<file path="config.mk">
export PLATFORM = sky130hd
export DESIGN_NAME = operand_load_ctrl
export DESIGN_NICKNAME = d
export VERILOG_FILES = /design/src/rtl/operand_ctrl_pkg.sv /design/src/rtl/operand_load_ctrl.sv
export SDC_FILE = /design/constraint.sdc
export NUM_CORES = 1
export LEC_CHECK = 0
export ABC_AREA = 0
export BUFFER_PORTS_ARGS = -buffer_cell sky130_fd_sc_hd__buf_2
export CAP_MARGIN = 20
export CELL_PAD_IN_SITES_DETAIL_PLACEMENT = 1
export CELL_PAD_IN_SITES_GLOBAL_PLACEMENT = 2
export CORE_ASPECT_RATIO = 2
export CORE_MARGIN = 3
export CORE_UTILIZATION = 24
export CTS_CLUSTER_SIZE = 20
export DETAILED_ROUTE_END_ITERATION = 16
export GPL_ROUTABILITY_DRIVEN = 0
export PLACE_DENSITY_LB_ADDON = 0.1
export SYNTH_ARGS = -nofsm -noshare
export SYNTH_HDL_FRONTEND = slang
export SYNTH_SLANG_ARGS = --single-unit
</file>
<file path="constraint.sdc">
create_clock -name clk -period 4.8 [get_ports clk]
set_clock_uncertainty 0.2 [all_clocks]
set_input_delay 0.48 -clock clk [delete_from_list [all_inputs] [get_ports clk]]
set_output_delay 0.48 -clock clk [all_outputs]
set_load 0.005 [all_outputs]
</file>
<file path="src/rtl/operand_ctrl_pkg.sv">
// operand_ctrl_pkg: shared state encoding and counter width for operand_load_ctrl
package operand_ctrl_pkg;
  typedef enum logic [2:0] {IDLE, GET_B, START, WAIT, RESP} ctrl_state_t;
  localparam int OP_COUNT_W = 8;
endpackage

</file>
<file path="src/rtl/operand_load_ctrl.sv">
// operand_load_ctrl: steers A/B operand bytes, starts the ALU and holds the result; ALU_TIMEOUT_EN adds a WAIT watchdog
module operand_load_ctrl
  import operand_ctrl_pkg::*;
#(
  parameter int DATA_W         = 8,
  parameter int TIMEOUT_CYCLES = 16
) (
  input  logic                  clk,
  input  logic                  rst,
  input  logic                  in_valid,
  input  logic [DATA_W-1:0]     in_data,
  output logic                  in_ready,
  output logic [DATA_W-1:0]     data_out,
  output logic                  load_a,
  output logic                  load_b,
  output logic                  alu_start,
  input  logic                  alu_done,
  output logic                  busy,
  output logic                  res_valid,
  input  logic                  res_ready,
  output logic                  err,
  output logic [OP_COUNT_W-1:0] op_count
);
  ctrl_state_t r_state, w_next;
  logic [OP_COUNT_W-1:0] r_count;
  logic w_done, w_timeout;
  if (TIMEOUT_CYCLES < 2) begin : g_bad_timeout
    $error("TIMEOUT_CYCLES must be at least 2");
  end
  // strobes are gated by rst so a handshake coinciding with reset never loads
  assign in_ready  = r_state == IDLE || r_state == GET_B;
  assign load_a    = r_state == IDLE && in_valid && !rst;
  assign load_b    = r_state == GET_B && in_valid && !rst;
  assign data_out  = in_data;
  assign alu_start = r_state == START;
  assign busy      = r_state != IDLE;
  assign res_valid = r_state == RESP;
  assign op_count  = r_count;
  assign w_done    = r_state == WAIT && alu_done;
`ifdef ALU_TIMEOUT_EN
  localparam int CNT_W = $clog2(TIMEOUT_CYCLES + 1);
  logic [CNT_W-1:0] r_tmo;
  logic r_err;
  // counter idles at zero outside WAIT, so it is cleared on every WAIT entry
  assign w_timeout = r_state == WAIT && !alu_done && r_tmo == CNT_W'(TIMEOUT_CYCLES - 1);
  assign err       = r_err;
  always_ff @(posedge clk) begin
    if (rst) begin
      r_tmo <= '0;
      r_err <= 1'b0;
    end else begin
      r_tmo <= r_state == WAIT ? r_tmo + 1'b1 : '0;
      r_err <= w_timeout ? 1'b1 : load_a ? 1'b0 : r_err;
    end
  end
`else
  assign w_timeout = 1'b0;
  assign err       = 1'b0;
`endif
  always_comb begin
    w_next = r_state;
    case (r_state)
      IDLE:    if (in_valid) w_next = GET_B;
      GET_B:   if (in_valid) w_next = START;
      START:   w_next = WAIT;
      WAIT:    if (w_done || w_timeout) w_next = RESP;
      RESP:    if (res_ready) w_next = IDLE;
      default: w_next = IDLE;
    endcase
  end
  always_ff @(posedge clk) begin
    if (rst) begin
      r_state <= IDLE;
      r_count <= '0;
    end else begin
      r_state <= w_next;
      r_count <= w_done ? r_count + 1'b1 : r_count;
    end
  end
endmodule

</file>
==> run metrics <==
die width=approximately 42 um; Core ar.=around 2400 um^2; f_max=roughly 500 MHz; CTS Sinks=11; net count after synthesis=roughly 90; antenna viol nets, final=0; initial antenna violation count=0; Tcrit/Tclk final=40.47%; Internal Power=between 150 and 200 uW; number of diodes=0; final wirelength=approximately 1500 um; min Tclk post-route=a little under 2 ns; power share of the clock group=44.9%; synthesis-to-layout area growth=10.45%; Avg Synthesized Cell Area=around 8.5 um^2; DRC=0; largest net degree at the start of global routing=15; Setup Crit Path Kind=flip-flop to output pin; synth top area cells=dfxtp_1 (35%), buf_4 (13%), a21oi_1 (4.7%), or3_1 (3.9%), nand4b_4 (3.7%); clock root buffer=clkbuf_8; min-delay src=op_count[6]; io pins=36; status=finished, final reports clean; Worst Setup Start Kind=flip-flop; Die Y=slightly below 80 um; worst slack at placement=just under 3 ns; # rows=25; yosys warns=0; net switching power=around 48 uW; Clock Latency Late Sink=between 0.2 and 0.25 ns; htree depth=1; wire per inst=between 10 and 15 um; via count=approximately 550; Post-Synthesis Cells=75; endpoints failing setup=0; Core Util, Final=about 29%; critical path fanouts, max=9; post-synthesis sequential area ratio=34.71%; Initial Util=between 20% and 30%; die area=3334 um^2; Worst-path clk slew=roughly 0.05 ns; PwrDens=296.7 nW/um^2; Worst VDD drop=between 0.1 and 0.15 mV; post_cts resized=0; final setup TNS=0 ns; worst hold path type=flip-flop to flip-flop; Critical Path RT=approximately 4.1 ns; vias in the first global route=approximately 550; hold_buf cts=0; crit path DAT=between 1 and 1.5 ns; worst r2r src=r_state[0]; Fin. Hold Viols=0; Nets=98; Critical Path End Type=output pin; Max-Cap Viols=0; clk buf depth=2; Slew Limit Fails=0; Setup Buffers After CTS=0; Unique masters post-synth=27; RSZ-0062 raised after global routing=false; CP startpoint=r_state[0]; 1st-pass router iterations=4; first-pass GRT wire length=2539 um; top cell type's share of synthesized area=a little over a third; cts bufs inserted=3; register bit total from synthesis=11; Synth area leader=dfxtp_1; Final WS setup=2.857 ns; Syn Std Cell Area=between 600 and 700 um^2; total track usage=under 10%; top_reg_cell synth=dfxtp_1; Sw Share=a little under a quarter; leakage=~0.31 nW; number of buffers added on ports=18; Post-synth EDFFs=0; Flop pwr share=between 40% and 50%; fill count=~300; global route total overflow=0; initial drt markers=4; top post-synthesis cells by count=buf_4 (11), dfxtp_1 (11), a21oi_1 (6); ys async rst share=0%; ratio of cells with drive above 1 in the final layout=27.71%; combinational group share of total power=between 8 and 9%; Post-DP HPWL=1129 um; Vias/cell=4.955; TritonCTS clock tree=built
worst paths after layout:
path	cells after the start	slack (ns)	end
setup / recovery	3	2.86	load_b
hold reg to reg	2	0.31	op_count[6]
hold / removal	2	0.31	op_count[6]
setup reg to reg	3	2.97	op_count[7]
logic make-up after synthesis:
group,count (synthesis),share of synthesized area [%]
and+or+nand+nor,29,27.81
AOI/OAI and AO/OA,13,12.23
DFF,11,34.71
muxes,2,3.353
buffers and inverters,17,17.95
adders and majority gates,1,1.972
xor gates and xnor gates,1,1.381
other,1,0.5911
power by group through the flow:
stage / Clock, mW / Combinational, mW / Sequential [mW]
2_1_floorplan: 0 / 0.0207 / 0.0956
3_3_place_gp: 0 / 0.0173 / 0.0997
3_5_place_dp: 0 / 0.0172 / 0.0998
4_1_cts: 0.0976 / 0.0173 / 0.0979
5_1_grt: 0.0991 / 0.0192 / 0.0984
6_report: 0.0933 / 0.0168 / 0.0978
metrics by stage:
step                hold WS, ns  total power [mW]  instances  cell area [um^2]
floorplan                0.2806            0.1164         75             634.4
global placement         0.2926            0.1170        106             655.6
detailed placement       0.3073            0.1171        106             655.6
CTS                      0.3037            0.2128        110             700.7
global route             0.3202            0.2168        110             700.7
finish                   0.3084            0.2079        110             700.7
worst max-delay path, stage by stage (launching register included):
cell and delay, ns:
dfxtp_1 0.51, inv_1 0.11, nor4_1 0.25, buf_2 0.15
metal layers:
layer	up-vias	GRT usage (%)	part of all wire, %
li1	266	-	-
met2	20	16.67	54
met5	-	0	0
met1	252	10.53	38
met3	7	1.814	5.3
met4	0	6.854	2.8
cells in the final DEF, fill, tap and decap left out:
cell       synthesis  layout
buf_2              1      18
dfxtp_1           11      11
a21oi_1            6       6
or3_1              4       4
nor2_1             4       4
nand2_1            4       4
nand3_1            4       4
nor4_1             3       3
inv_1              3       3
o21ai_0            3       3
clkbuf_8           0       3
nor3b_1            2       2
nand2b_1           2       2
nor3_1             2       2
o31ai_1            2       2
or4_1              2       2
nand4b_4           1       1
mux2i_1            1       1
xor2_1             1       1
a2bb2oi_1          1       1
a2111oi_0          1       1
nor2b_1            1       1
mux2_2             1       1
ha_1               1       1
conb_1             1       1
clkbuf_1           1       1
sequential cells by signal (all words and copies together), names as in the netlist:
signal    cells
r_state       3
op_count      8
area by class of cell:
cell class | instances | area (um^2) | area share [%]
tap | 27 | 33.78 | 4.821
sequential | 11 | 220.2 | 31.43
multi-input combinational | 47 | 300.3 | 42.86
clock buffer | 4 | 45.04 | 6.429
inverter | 3 | 11.26 | 1.607
timing repair buffer | 18 | 90.09 | 12.86
Note: power is estimated with default switching activity, not from simulation.
